$ cat config.mk
export PLATFORM = sky130hd
export DESIGN_NAME = alu_reg_unit
export DESIGN_NICKNAME = d
export VERILOG_FILES = /design/src/rtl/alu_pkg.sv /design/src/rtl/alu_mul.sv /design/src/rtl/alu_reg_unit.sv
export SDC_FILE = /design/constraint.sdc
export NUM_CORES = 2
export LEC_CHECK = 0
export BUFFER_PORTS_ARGS = -buffer_cell sky130_fd_sc_hd__buf_2
export CAP_MARGIN = 5
export CORE_MARGIN = 2
export CORE_UTILIZATION = 30
export CTS_CLUSTER_SIZE = 14
export DETAILED_ROUTE_END_ITERATION = 7
export GPL_TIMING_DRIVEN = 0
export SLEW_MARGIN = 20
export SYNTH_ARGS = -nofsm -noshare
export SYNTH_HDL_FRONTEND = slang
export SYNTH_SLANG_ARGS = --single-unit
$ cat constraint.sdc
create_clock -name clk -period 1 [get_ports clk]
set_input_delay 0.2 -clock clk [delete_from_list [all_inputs] [get_ports clk]]
set_output_delay 0.2 -clock clk [all_outputs]
set_load 0.01 [all_outputs]
$ cat src/rtl/alu_pkg.sv
// Purpose: shared opcode encoding and decode helpers for the registered ALU.
// Latency: n/a (types and constants only).
// Backpressure: n/a.
package alu_pkg;

  localparam int XLEN = 32;

  // opcode = {class[3:0], funct3[2:0]}
  typedef logic [6:0] opcode_t;

  localparam logic [3:0] CLS_BASE = 4'b0000;
  localparam logic [3:0] CLS_ALT  = 4'b0100;
  localparam logic [3:0] CLS_MUL  = 4'b0001;

  localparam logic [2:0] F3_ADD_SUB = 3'b000;
  localparam logic [2:0] F3_SLL     = 3'b001;
  localparam logic [2:0] F3_SLT     = 3'b010;
  localparam logic [2:0] F3_SLTU    = 3'b011;
  localparam logic [2:0] F3_XOR     = 3'b100;
  localparam logic [2:0] F3_SRL_SRA = 3'b101;
  localparam logic [2:0] F3_OR      = 3'b110;
  localparam logic [2:0] F3_AND     = 3'b111;

  localparam logic [2:0] F3_MUL     = 3'b000;
  localparam logic [2:0] F3_MULH    = 3'b001;
  localparam logic [2:0] F3_MULHSU  = 3'b010;
  localparam logic [2:0] F3_MULHU   = 3'b011;

  function automatic logic [3:0] op_class(input opcode_t op);
    return op[6:3];
  endfunction

  function automatic logic [2:0] op_funct3(input opcode_t op);
    return op[2:0];
  endfunction

endpackage

$ cat src/rtl/alu_mul.sv
// Purpose: combinational multiplier returning the low or high word of the 64-bit product.
// Latency: 0 cycles (pure combinational).
// Backpressure: none.
// Ports: a, b - 32-bit operands; funct3 - selects MUL/MULH/MULHSU/MULHU;
//        result - selected 32-bit product word (1xx funct3 is filtered by the caller).
module alu_mul
  import alu_pkg::*;
(
  input  logic [31:0] a,
  input  logic [31:0] b,
  input  logic [2:0]  funct3,
  output logic [31:0] result
);

  logic        a_signed;
  logic        b_signed;
  logic [32:0] a_ext;
  logic [32:0] b_ext;
  logic [63:0] a_wide;
  logic [63:0] b_wide;
  logic [63:0] prod;

  // One 33x33 signed multiplier covers all signedness variants: the extra
  // top bit is either the sign bit or zero depending on the operation.
  assign a_signed = (funct3 == F3_MULH) || (funct3 == F3_MULHSU);
  assign b_signed = (funct3 == F3_MULH);

  assign a_ext = {a_signed & a[31], a};
  assign b_ext = {b_signed & b[31], b};

  // The true product of two 33-bit signed values fits in 64 bits here, so a
  // 64-bit wrap-around multiply of the sign-extended operands is exact.
  assign a_wide = {{31{a_ext[32]}}, a_ext};
  assign b_wide = {{31{b_ext[32]}}, b_ext};
  assign prod   = a_wide * b_wide;

  assign result = (funct3 == F3_MUL) ? prod[31:0] : prod[63:32];

endmodule

$ cat src/rtl/alu_reg_unit.sv
// Purpose: RV32I reg-reg ALU plus RV32M multiply subset with a registered result.
// Latency: 1 cycle from inputs sampled at rising clk to result.
// Backpressure: none; accepts one operation every cycle.
// Ports: clk, rst (async, active-high); a, b - operands rs1/rs2;
//        opcode - {class, funct3}; result - registered ALU output.
module alu_reg_unit
  import alu_pkg::*;
(
  input  logic        clk,
  input  logic        rst,
  input  logic [31:0] a,
  input  logic [31:0] b,
  input  logic [6:0]  opcode,
  output logic [31:0] result
);

  logic [3:0]  cls;
  logic [2:0]  f3;
  logic [4:0]  shamt;
  logic [31:0] mul_res;
  logic [31:0] sra_res;
  logic [31:0] alu_next;

  assign cls   = op_class(opcode_t'(opcode));
  assign f3    = op_funct3(opcode_t'(opcode));
  assign shamt = b[4:0];

  assign sra_res = $unsigned($signed(a) >>> shamt);

  alu_mul u_mul (
    .a      (a),
    .b      (b),
    .funct3 (f3),
    .result (mul_res)
  );

  always_comb begin
    alu_next = '0;
    unique case (cls)
      CLS_BASE: begin
        unique case (f3)
          F3_ADD_SUB: alu_next = a + b;
          F3_SLL:     alu_next = a << shamt;
          F3_SLT:     alu_next = {31'b0, ($signed(a) < $signed(b))};
          F3_SLTU:    alu_next = {31'b0, (a < b)};
          F3_XOR:     alu_next = a ^ b;
          F3_SRL_SRA: alu_next = a >> shamt;
          F3_OR:      alu_next = a | b;
          F3_AND:     alu_next = a & b;
          default:    alu_next = '0;
        endcase
      end
      CLS_ALT: begin
        if (f3 == F3_ADD_SUB)      alu_next = a - b;
        else if (f3 == F3_SRL_SRA) alu_next = sra_res;
        else                       alu_next = '0;
      end
      // funct3 1xx in the multiply class is not a defined operation
      CLS_MUL:  alu_next = f3[2] ? '0 : mul_res;
      default:  alu_next = '0;
    endcase
  end

  always_ff @(posedge clk or posedge rst) begin
    if (rst) result <= '0;
    else     result <= alu_next;
  end

endmodule

==> metrics.txt <==
Post-DP HPWL=227,000 µm; Multi-input gate area=0.0428 mm²; Design Area, Final=0.0566 mm²; Yosys cell types=93; Tcrit/Tclk final=832%; Vias=45,300; area delta synth->final=19.3%; Synth Area per Inst=8.29 µm²; I/O Buffers=~100; Largest register FFs=32; Slew HR=11.4%; Top FF cell, synth=dfrtp_1; die area=0.161 mm²; total grt overflow=0; cell taking the most area after synthesis=fa_1; RSZ-0062 raised after global routing=yes; nets@finish=7,546; core region area=0.158 mm²; Die W=402 µm; share of layout cells above drive strength 1=18.1%; # rows=146; detailed-route wire length=273,000 µm; die height=402 µm; CP peak stage delay=0.60 ns; Max-cap violations=0; Worst Tran Pin Value=between 1 and 1.5 ns; DR WL/cell=about 34 µm; Syn Std Cell Area=between 0.04 and 0.05 mm²; cts bufs inserted=5; drc violations=0; fmax=~0.12 GHz; CTS tree=yes; largest net degree at the start of global routing=33; DR vias/cell=5.58; Worst Path Max Fanout=5; Clock Path Buffers=2; Final Max Tran Viols=0; Async SR Flop Fraction=between 90% and 100%; Setup CP Type=in2reg; H-tree levels=2; FF+latch area=roughly 800 µm²; Area after DPL=0.0516 mm²; cell mode on critical path=fa_1; Post-synth EDFFs=0; clock-pin slew on the worst setup and hold paths=0.06 ns; Worst EP required=1.21 ns; Synth top area share=between 40% and 50%; Setup violations, final=34; status=complete, but fails checks; Starting Density=30.1%; I/O pin total=105; final-report hold violation count=0; antenna-violating nets left=0; vias in the first global route=46,900; final-layout fill cell count=between 15,000 and 20,000; largest registers=result x32; Area contributors post-synth=fa_1 48%, inv_1 10%, ha_1 8.1%; Hold WC Path Type=in2async; Hold-fix buffers, CTS=0; Worst setup SP type=input port; Synth Instances=between 5,000 and 6,000; Slowest cell on crit path=fa_1; register area share after synthesis=between 1.5 and 2%; Critical Path End Type=flip-flop; Global Route Usage Sum=33.4%; routability cong.=1.05; first-pass GRT wire length=374,000 µm; Syn Nets=7,236; Synth Register Bits=32; Clock Tree Root=clkbuf_16; Iter 0 DRT Violations=5,275; post-layout worst setup margin=-7.32 ns; initial antenna violation count=33; Critical Path AT=8.54 ns; clk sinks=32; Synth Warn #=0; drt pass-1 iters=6; Tmin final=about 8.3 ns; Largest Register=result; failing checks=setup timing
## layer usage
metal | share of wire (%) | global-route usage, %
met1 | 40 | 44.7
met2 | 42 | 49.9
met3 | 11 | 8.53
met4 | 6.7 | 16.7
met5 | 0.038 | 0
## metrics by stage
step,hold WS (ns),worst slack (ns),TNS (ns),util [%],std cells
after floorplan,0.316,-6.89,-197.16,-,5727
after global placement,0.551,-9.93,-297.95,32.6,7902
after detailed placement,0.365,-9.47,-283.62,32.7,7907
after CTS,0.0577,-7.30,-222.76,35.3,8050
after global routing,0.0916,-7.44,-226.20,35.9,8109
final,0.0279,-7.32,-223.63,35.9,8118
## synthesized netlist by cell type (all sizes together) (24+ instances only)
| cell type | n |
|---|---|
| nand2 | 872 |
| clkbuf | 237 |
| mux4 | 28 |
| mux2 | 29 |
| o211ai | 24 |
| buf | 114 |
| a21o | 60 |
| a211oi | 45 |
| mux2i | 55 |
| a21oi | 220 |
| o221ai | 26 |
| fa | 1127 |
| ha | 309 |
| xor2 | 32 |
| dfrtp | 32 |
| xnor2 | 65 |
| o21ai | 194 |
| nor2 | 533 |
| inv | 1284 |
| nand3 | 47 |
| nor3 | 49 |
## cells by family (layout without fill, tap and decap cells)
logic type	count (synthesis)	count (layout)	synth area share [%]
buffers and inverters	1648	1958	13.2
and+or+nand+nor	1638	1638	14.1
adders and majority gates	1436	1436	55.7
AOI/OAI and AO/OA	764	764	10.4
muxes	112	112	3.18
xor gates and xnor gates	97	97	1.79
DFF	32	32	1.69
other	0	9	0
## what timing repair did
item | in CTS | in global routing
cloned | 1 | 0
endpoints found under the setup margin | 42 | 60
pin swaps | 179 | 154
resized for setup | 830 | 196
buffers inserted | 146 | 67
## worst max-delay path: cells and delay by family
family | cells | cell delay [ns]
buf+inv | 11 | 1.46
compound gates | 5 | 0.87
fa+ha+maj | 9 | 4.28
simple gates | 8 | 1.69
## area by class of cell
type	instances	share of cell area (%)
plain buffers	337	4.95
flip-flops and latches	32	1.41
diodes	9	0.0398
clock buffers	5	0.221
clock inverters	2	0.0221
inverters	1297	8.85
well taps	2072	4.58
repair buffers	317	4.42
multi-input cells	4047	75.5
## worst max-delay path by stage
| stage | from | end | slack (ns) |
|---|---|---|---|
| finish | opcode[1] | result[29] | -7.32 |
| global route | b[3] | result[28] | -7.44 |
| CTS | opcode[1] | result[28] | -7.30 |
| detailed placement | a[31] | result[24] | -9.47 |
| global placement | a[31] | result[24] | -9.93 |
| floorplan | b[0] | result[28] | -6.89 |
## placed cells by master, fill, tap and decap left out, drive strengths merged, types with 65 or more instances in the layout
master / synthesis / layout
o21ai: 194 / 194
nand2: 872 / 872
buf: 114 / 435
inv: 1284 / 1272
ha: 309 / 309
nor2: 533 / 533
xnor2: 65 / 65
fa: 1127 / 1127
a21oi: 220 / 220
clkbuf: 237 / 217
Power is left out: the tool's default activity adds up to more than one toggle a clock period on the data nets, which glitch-free logic cannot reach.
